===== src/rtl/alu_pkg.sv =====
// ---------------------------------------------------------------------------
// alu_pkg
// Shared pipeline definitions for the execute-stage ALU and its neighbours.
//   - alu_op_e : alusel encodings driven by the decoder
//   - CF/AF/OF : bit positions of the flags inside EFLAGS, used by mw_logic
//                when it merges the registered ALU flags
//   - alu_out_t: bundle of everything the ALU computes for one operation
// ---------------------------------------------------------------------------
package alu_pkg;

    localparam int DATA_W = 32;
    localparam int LANE_W = 16;

    typedef enum logic [1:0] {
        ALU_ADD   = 2'b00,
        ALU_OR    = 2'b01,
        ALU_NOT   = 2'b10,
        ALU_PADDW = 2'b11
    } alu_op_e;

    // EFLAGS bit positions
    localparam int CF = 0;
    localparam int AF = 4;
    localparam int OF = 11;

    typedef struct packed {
        logic [DATA_W-1:0] result;
        logic              cf;
        logic              af;
        logic              of;
    } alu_out_t;

endpackage


===== src/rtl/alu_core.sv =====
// ---------------------------------------------------------------------------
// alu_core
// Purely combinational ALU datapath: 32-bit adder with carry taps at bit 4
// and bit 32, a dual 16-bit lane adder, OR / NOT logic and the output mux.
// Ports:
//   dval   in  [31:0]  destination operand
//   sval   in  [31:0]  source operand (ignored for NOT)
//   alusel in  [1:0]   operation select (alu_op_e)
//   res    out alu_out_t  result plus CF/AF/OF
// ---------------------------------------------------------------------------
module alu_core
    import alu_pkg::*;
(
    input  logic [DATA_W-1:0] dval,
    input  logic [DATA_W-1:0] sval,
    input  logic [1:0]        alusel,
    output alu_out_t          res
);

    logic [DATA_W:0]   sum;
    logic              carry_4;
    logic              ovf;
    logic [LANE_W-1:0] lane_lo;
    logic [LANE_W-1:0] lane_hi;

    // One extra bit on the adder gives the carry out of bit 31 directly.
    assign sum = {1'b0, dval} + {1'b0, sval};

    // Carry into bit 4: the sum bit is the XOR of both operand bits and the
    // incoming carry, so XOR-ing the operand bits back out recovers it.
    assign carry_4 = dval[4] ^ sval[4] ^ sum[4];

    // Signed overflow: like-signed operands producing an opposite-signed sum.
    assign ovf = (dval[DATA_W-1] == sval[DATA_W-1]) &&
                 (sum[DATA_W-1] != dval[DATA_W-1]);

    // Independent lanes: the low-lane carry is dropped, never propagated.
    assign lane_lo = dval[LANE_W-1:0]      + sval[LANE_W-1:0];
    assign lane_hi = dval[DATA_W-1:LANE_W] + sval[DATA_W-1:LANE_W];

    always_comb begin
        res = '0;
        unique case (alu_op_e'(alusel))
            ALU_ADD: begin
                res.result = sum[DATA_W-1:0];
                res.cf     = sum[DATA_W];
                res.af     = carry_4;
                res.of     = ovf;
            end
            ALU_OR:    res.result = dval | sval;
            ALU_NOT:   res.result = ~dval;
            ALU_PADDW: res.result = {lane_hi, lane_lo};
            default:   res = '0;
        endcase
    end

endmodule


===== src/rtl/alu.sv =====
// ---------------------------------------------------------------------------
// alu
// Execute-stage ALU with its MW-stage output latch. The result and flags are
// computed combinationally from the EX operands and captured, together with
// the valid bit, on a rising clock edge when e is high.
// There is no handshake: operands are only guaranteed stable through e, and
// v_out simply qualifies result/flags for the downstream stage.
// Ports:
//   clk    in   rising-edge clock
//   r      in   asynchronous active-low reset, clears all outputs
//   e      in   load enable (driven by !mw_stall); e=0 holds every output
//   v_in   in   EX-stage valid, carried through unused
//   dval   in   [31:0] destination operand
//   sval   in   [31:0] source operand
//   alusel in   [1:0]  operation select
//   result out  [31:0] registered result
//   cf/af/of out registered carry / aux-carry / overflow flags
//   v_out  out  registered valid
// ---------------------------------------------------------------------------
module alu
    import alu_pkg::*;
(
    input  logic              clk,
    input  logic              r,
    input  logic              e,
    input  logic              v_in,
    input  logic [DATA_W-1:0] dval,
    input  logic [DATA_W-1:0] sval,
    input  logic [1:0]        alusel,
    output logic [DATA_W-1:0] result,
    output logic              cf,
    output logic              af,
    output logic              of,
    output logic              v_out
);

    alu_out_t core_out;
    alu_out_t out_q;
    logic     v_q;

    alu_core u_core (
        .dval   (dval),
        .sval   (sval),
        .alusel (alusel),
        .res    (core_out)
    );

    // Reset wins over enable, so a reset during a stall clears the latch and
    // it stays clear until the first enabled edge after release.
    always_ff @(posedge clk or negedge r) begin
        if (!r) begin
            out_q <= '0;
            v_q   <= 1'b0;
        end else if (e) begin
            out_q <= core_out;
            v_q   <= v_in;
        end
    end

    assign result = out_q.result;
    assign cf     = out_q.cf;
    assign af     = out_q.af;
    assign of     = out_q.of;
    assign v_out  = v_q;

endmodule


===== config.mk =====
export PLATFORM = sky130hd
export DESIGN_NAME = alu
export DESIGN_NICKNAME = d
export VERILOG_FILES = /design/src/rtl/alu_pkg.sv /design/src/rtl/alu_core.sv /design/src/rtl/alu.sv
export SDC_FILE = /design/constraint.sdc
export NUM_CORES = 1
export LEC_CHECK = 0
export ABC_AREA = 1
export CORE_MARGIN = 2
export CORE_UTILIZATION = 55
export CTS_BUF_LIST = sky130_fd_sc_hd__clkbuf_2 sky130_fd_sc_hd__clkbuf_4 sky130_fd_sc_hd__clkbuf_8
export DETAILED_ROUTE_END_ITERATION = 6
export PLACE_DENSITY = 0.91
export REMOVE_ABC_BUFFERS = 1
export SYNTH_ARGS = -nofsm -noshare
export SYNTH_HDL_FRONTEND = slang
export SYNTH_SLANG_ARGS = --single-unit

===== constraint.sdc =====
create_clock -name clk -period 1.5 [get_ports clk]
set_input_delay 0.225 -clock clk [delete_from_list [all_inputs] [get_ports clk]]
set_output_delay 0.225 -clock clk [all_outputs]
set_load 0.02 [all_outputs]

==> results.toml, run 1 <==
[status]
outcome = "did not finish"
stop_stage = "global routing"
firstError = "[ERROR DPL-0038] Utilization greater than 100%, impossible to legalize"

[clock_tree]
cts_max_level = 2
root_buffer = "clkbuf_8"
cts_made_buffers = 5
clkSinkCount = 36
clk_path_buf_depth = 2

[synth]
synth_cell_type_count = 39
ys_ff_latch = 36
synth_top_area_cell = "nand2_1"
synth_top_area_share_pct = 19.77
synth.avg_cell_area_um2 = 5.782
ys_seq_area_share_pct = 16.83
syn-cell-area_um2 = 5354
ys.warnings.count = 0
synthTopCellsByArea = "nand2_1 20%, dfrtp_1 17%, ha_1 15%"
synthCells = 926

[die]
die_w_um = 102.7
boundaryPins = 106
initial_core_util_pct = 55.80
rows = 36
fp.dieH_um = 102.7

[place]
port_buffers = 105
post-place-ws_ps = -997.4
place.gp.congestion = 0.9442
dpl.hpwl_um = 14990

[timing]
postGrtWorstEndpoint = "result[24]$_DFFE_PN0P_/D"
worstEndpointType = "sequential cell input"

[global_routing]
grt_max_degree = 22
==> metrics by stage <==
step	cell area, um2	hold WS, ps	std cells
floorplan	5263	-70.59	910
global placement	7488	208.9	1273
detailed placement	7488	207.9	1273
CTS	8706	300.6	1298
==> cells in the mapped netlist <==
master     instances
clkinv_1           1
nand2_1          282
o21ai_1            2
a31oi_1            2
inv_2              9
and3_1             1
and2_4             1
a21oi_2            6
nor3_2             1
and2_1             3
xor2_1             6
o21bai_1           1
o221ai_1           2
or2_2              7
ha_1              64
nand2_2           20
nand3_1           76
inv_1            193
fa_1               2
dfrtp_1           36
nor2_4             2
nand3b_1           1
o21ai_0           19
nor2_2             7
buf_6              3
clkinv_2           2
clkbuf_1           8
a21oi_1           58
nor2_1            72
a221oi_1           1
buf_4              1
o22ai_1           13
o2111ai_1          2
buf_2              4
or2_0              2
a21o_1             1
nand4_1            8
nor3_1             6
o211ai_1           1
==> kinds of logic after synthesis <==
logic type | synth area share [%]
XOR/XNOR | 0.9815
AO/OA/AOI/OAI | 11.36
flip-flops | 16.83
AND/OR/NAND/NOR | 39.00
buffers and inverters | 16.13
adder cells (fa/ha/maj) | 15.70
==> repair_timing <==
item,CTS
resized for setup,478
setup endpoints to repair,65
gates cloned,0
hold endpoints to repair,15
buffers inserted,17
pin swaps,120
hold buffers,1
==> run 2: changes to the inputs <==
CORE_UTILIZATION = 40   (was 55)
CTS_BUF_LIST = default   (was sky130_fd_sc_hd__clkbuf_2 sky130_fd_sc_hd__clkbuf_4 sky130_fd_sc_hd__clkbuf_8)
PLACE_DENSITY = default   (was 0.91)
PLACE_DENSITY_LB_ADDON = 0.15   (was default)
==> results.toml, run 2 <==
[status]
outcome = "complete, but fails checks"
violations = "negative setup slack"

[synth]
synth.avg_cell_area_um2 = 5.782
ys_async_sr_fraction_pct = 100.0
synthTopCellsByArea = "nand2_1 20%, dfrtp_1 17%, ha_1 15%"
ys_seq_area_share_pct = 16.83
syn-cell-area_um2 = 5354
synth_edf_count = 0
synth_top_area_cell = "nand2_1"
synth_top_area_share_pct = 19.77
ys.flop_type = "dfrtp_1"
ys.warnings.count = 0
synthCells = 926
ys_ff_latch = 36
ys_top_cells_by_count = "282 x nand2_1, 193 x inv_1, 76 x nand3_1"
synth_cell_type_count = 39
yosys.cell_count.top_type = "nand2_1"

[timing]
final-setup-viol-count = 2
finalHoldViolations = 0
period_needed_ps = 1546
finalMaxSlewViolations = 0
fin_ws_ps = -45.50
tns_ps = -47.03
rsz0062_at_grt = "true"
period_share_pct = 103.0
slew_headroom_pct = 78.93
fin_worst_skew_ps = 0
tightest_slew_ps = 313.7
max_freq_ghz = 0.6470
holdWs_ps = 270.1

[drt]
drc = 0
vias_per_cell = 5.130
routed_wl_um = 22420
drt_pass1_iterations = 5
wire_per_inst_um = 16.27
vias = 7069
ant_nets = 0
detail_route.iter0.violations = 373

[place]
port_buffers = 105
dpl.hpwl_um = 14080
place_inst = 1324
place.gp.congestion = 0.9522

[pwr]
powerDensity_nw_per_um2 = 604.0
irDropWorstVdd_v = 0.0005197
p_leak_nw = 5.436
power_mw = 6.085

[final_layout]
diodes = 0
fin_util_pct = 76.69
fin_cells = 1378
layout_commonest_cell = "buf_4"
n_fill_cell = 919
largest_register_ffs = 32
layout-drive-gt1-share_pct = 58.07
multiInputGateArea_um2 = 5513
final_cell_mix = "154 x buf_4, 131 x nand2_1, 106 x nand2_2, 100 x inv_1, 83 x inv_2"
regArea_um2 = 900.9
nets = 1337
area_growth_syn_to_layout_pct = 88.18

[global_routing]
grt_usage_pct = 28.21
grt_pass1_vias = 6644
antenna_found_initial = 0
grt_max_degree = 37
gr-total-overflow = 0
grt_first_pass_wirelength_um = 32330

[setup_path]
slowest_stage = "ha_4"
path_max_fanout = 3
critPathLaunchType = "input port"
cp_cell_sequence = "buf_6, inv_4, ha_4, buf_6, nand2_1, nand2_2, buf_4, inv_1, nand2_2, inv_2, nand2_4, buf_6, nand2_4, nand2_2, nand2_1, nand3_1, a21oi_1"
critPathKind = "input port to flop"
slowest_delay_ps = 190
cp.arrival_ps = 1770
worstPathRequired_ps = 1730
ff2ff_path_depth = 2
cp-end-kind = "flop"

[die]
fp.coreArea_um2 = 13140
initial_core_util_pct = 40.75
fp.dieH_um = 119.7
die_w_um = 119.7
dieArea_um2 = 14330
boundaryPins = 106
rows = 42

[clock_tree]
path_clk_slew_ps = 70
cts_made_buffers = 5
root_buffer = "clkbuf_16"
clkSinkCount = 36
cts_max_level = 2
clk_latency_ps = 300
cts_tree = "done"
clk_path_buf_depth = 2

[worst_hold_path]
holdCritPathClass = "input port to flop"
hold_depth = 4

[job]
cap_violations = 0
[run 2: cell counts after synthesis]
Identical to the previous run, type by type.
[run 2: layout make-up]
class / count / share of cell area [%]
tap: 176 / 2.186
timing repair buffer: 284 / 24.52
sequential: 36 / 8.942
multi-input combinational: 669 / 54.72
clock inverter: 3 / 0.1863
inverter: 205 / 8.209
clock buffer: 5 / 1.242
[run 2: final timing paths]
check | startpoint | to | slack (ps)
worst max register to register | result[16] | result[16] | 750
min in group asynchronous | r | result[11] | 420
worst min-delay path | dval[1] | result[1] | 270
max in group asynchronous | r | result[21] | 860
worst min register to register | result[27] | result[27] | 480
worst max-delay path | dval[7] | result[16] | -50
[run 2: per-stage QoR]
stage          cell area (um2)  worst slack, ps
2_1_floorplan             5263           -231.0
3_3_place_gp              7572            -1019
3_5_place_dp              7572           -988.9
4_1_cts                   9015           -53.83
5_1_grt                  10070           -121.5
6_report                 10070           -45.50
[run 2: timing repair]
| action | in CTS | in global routing |
|---|---|---|
| pin swaps | 127 | 207 |
| setup buffers | 26 | 21 |
| hold buffers | 1 | 0 |
| gates resized for setup | 504 | 366 |
| gates cloned | 1 | 0 |
| endpoints found under the hold margin | 36 | 0 |
| endpoints found under the setup margin | 40 | 58 |
[run 2: metal layers]
metal / routed length [um] / share of wire (%) / track usage [%]
met3: 1443 / 6.4 / 3.279
met4: 785 / 3.5 / 9.559
met1: 9191 / 41 / 37.35
met2: 11000 / 49 / 47.68
met5: 0 / 0 / 0
[run 2: kinds of logic after synthesis]
group | after synthesis | share of synthesized area [%]
flip-flops | 36 | 16.83
buffers and inverters | 221 | 16.13
adder cells (fa/ha/maj) | 66 | 15.70
AO/OA/AOI/OAI | 108 | 11.36
AND/OR/NAND/NOR | 489 | 39.00
XOR/XNOR | 6 | 0.9815
[run 2: report_power, final]
group          switching [mW]  internal [mW]  leakage (nW)  total (mW)
combinational            2.08           1.67          4.94        3.75
clock                   0.530          0.616        0.0736        1.15
sequential             0.0806           1.10         0.417        1.18
total                    2.69           3.39          5.44        6.08
[run 2: worst max-delay path, delay by kind of cell]
| kind | cells | cell delay [ps] |
|---|---|---|
| AOI/OAI and AO/OA | 1 | 160 |
| adders and majority gates | 1 | 190 |
| buffers and inverters | 7 | 650 |
| and+or+nand+nor | 8 | 540 |
Power figures use the tool's default switching activity.
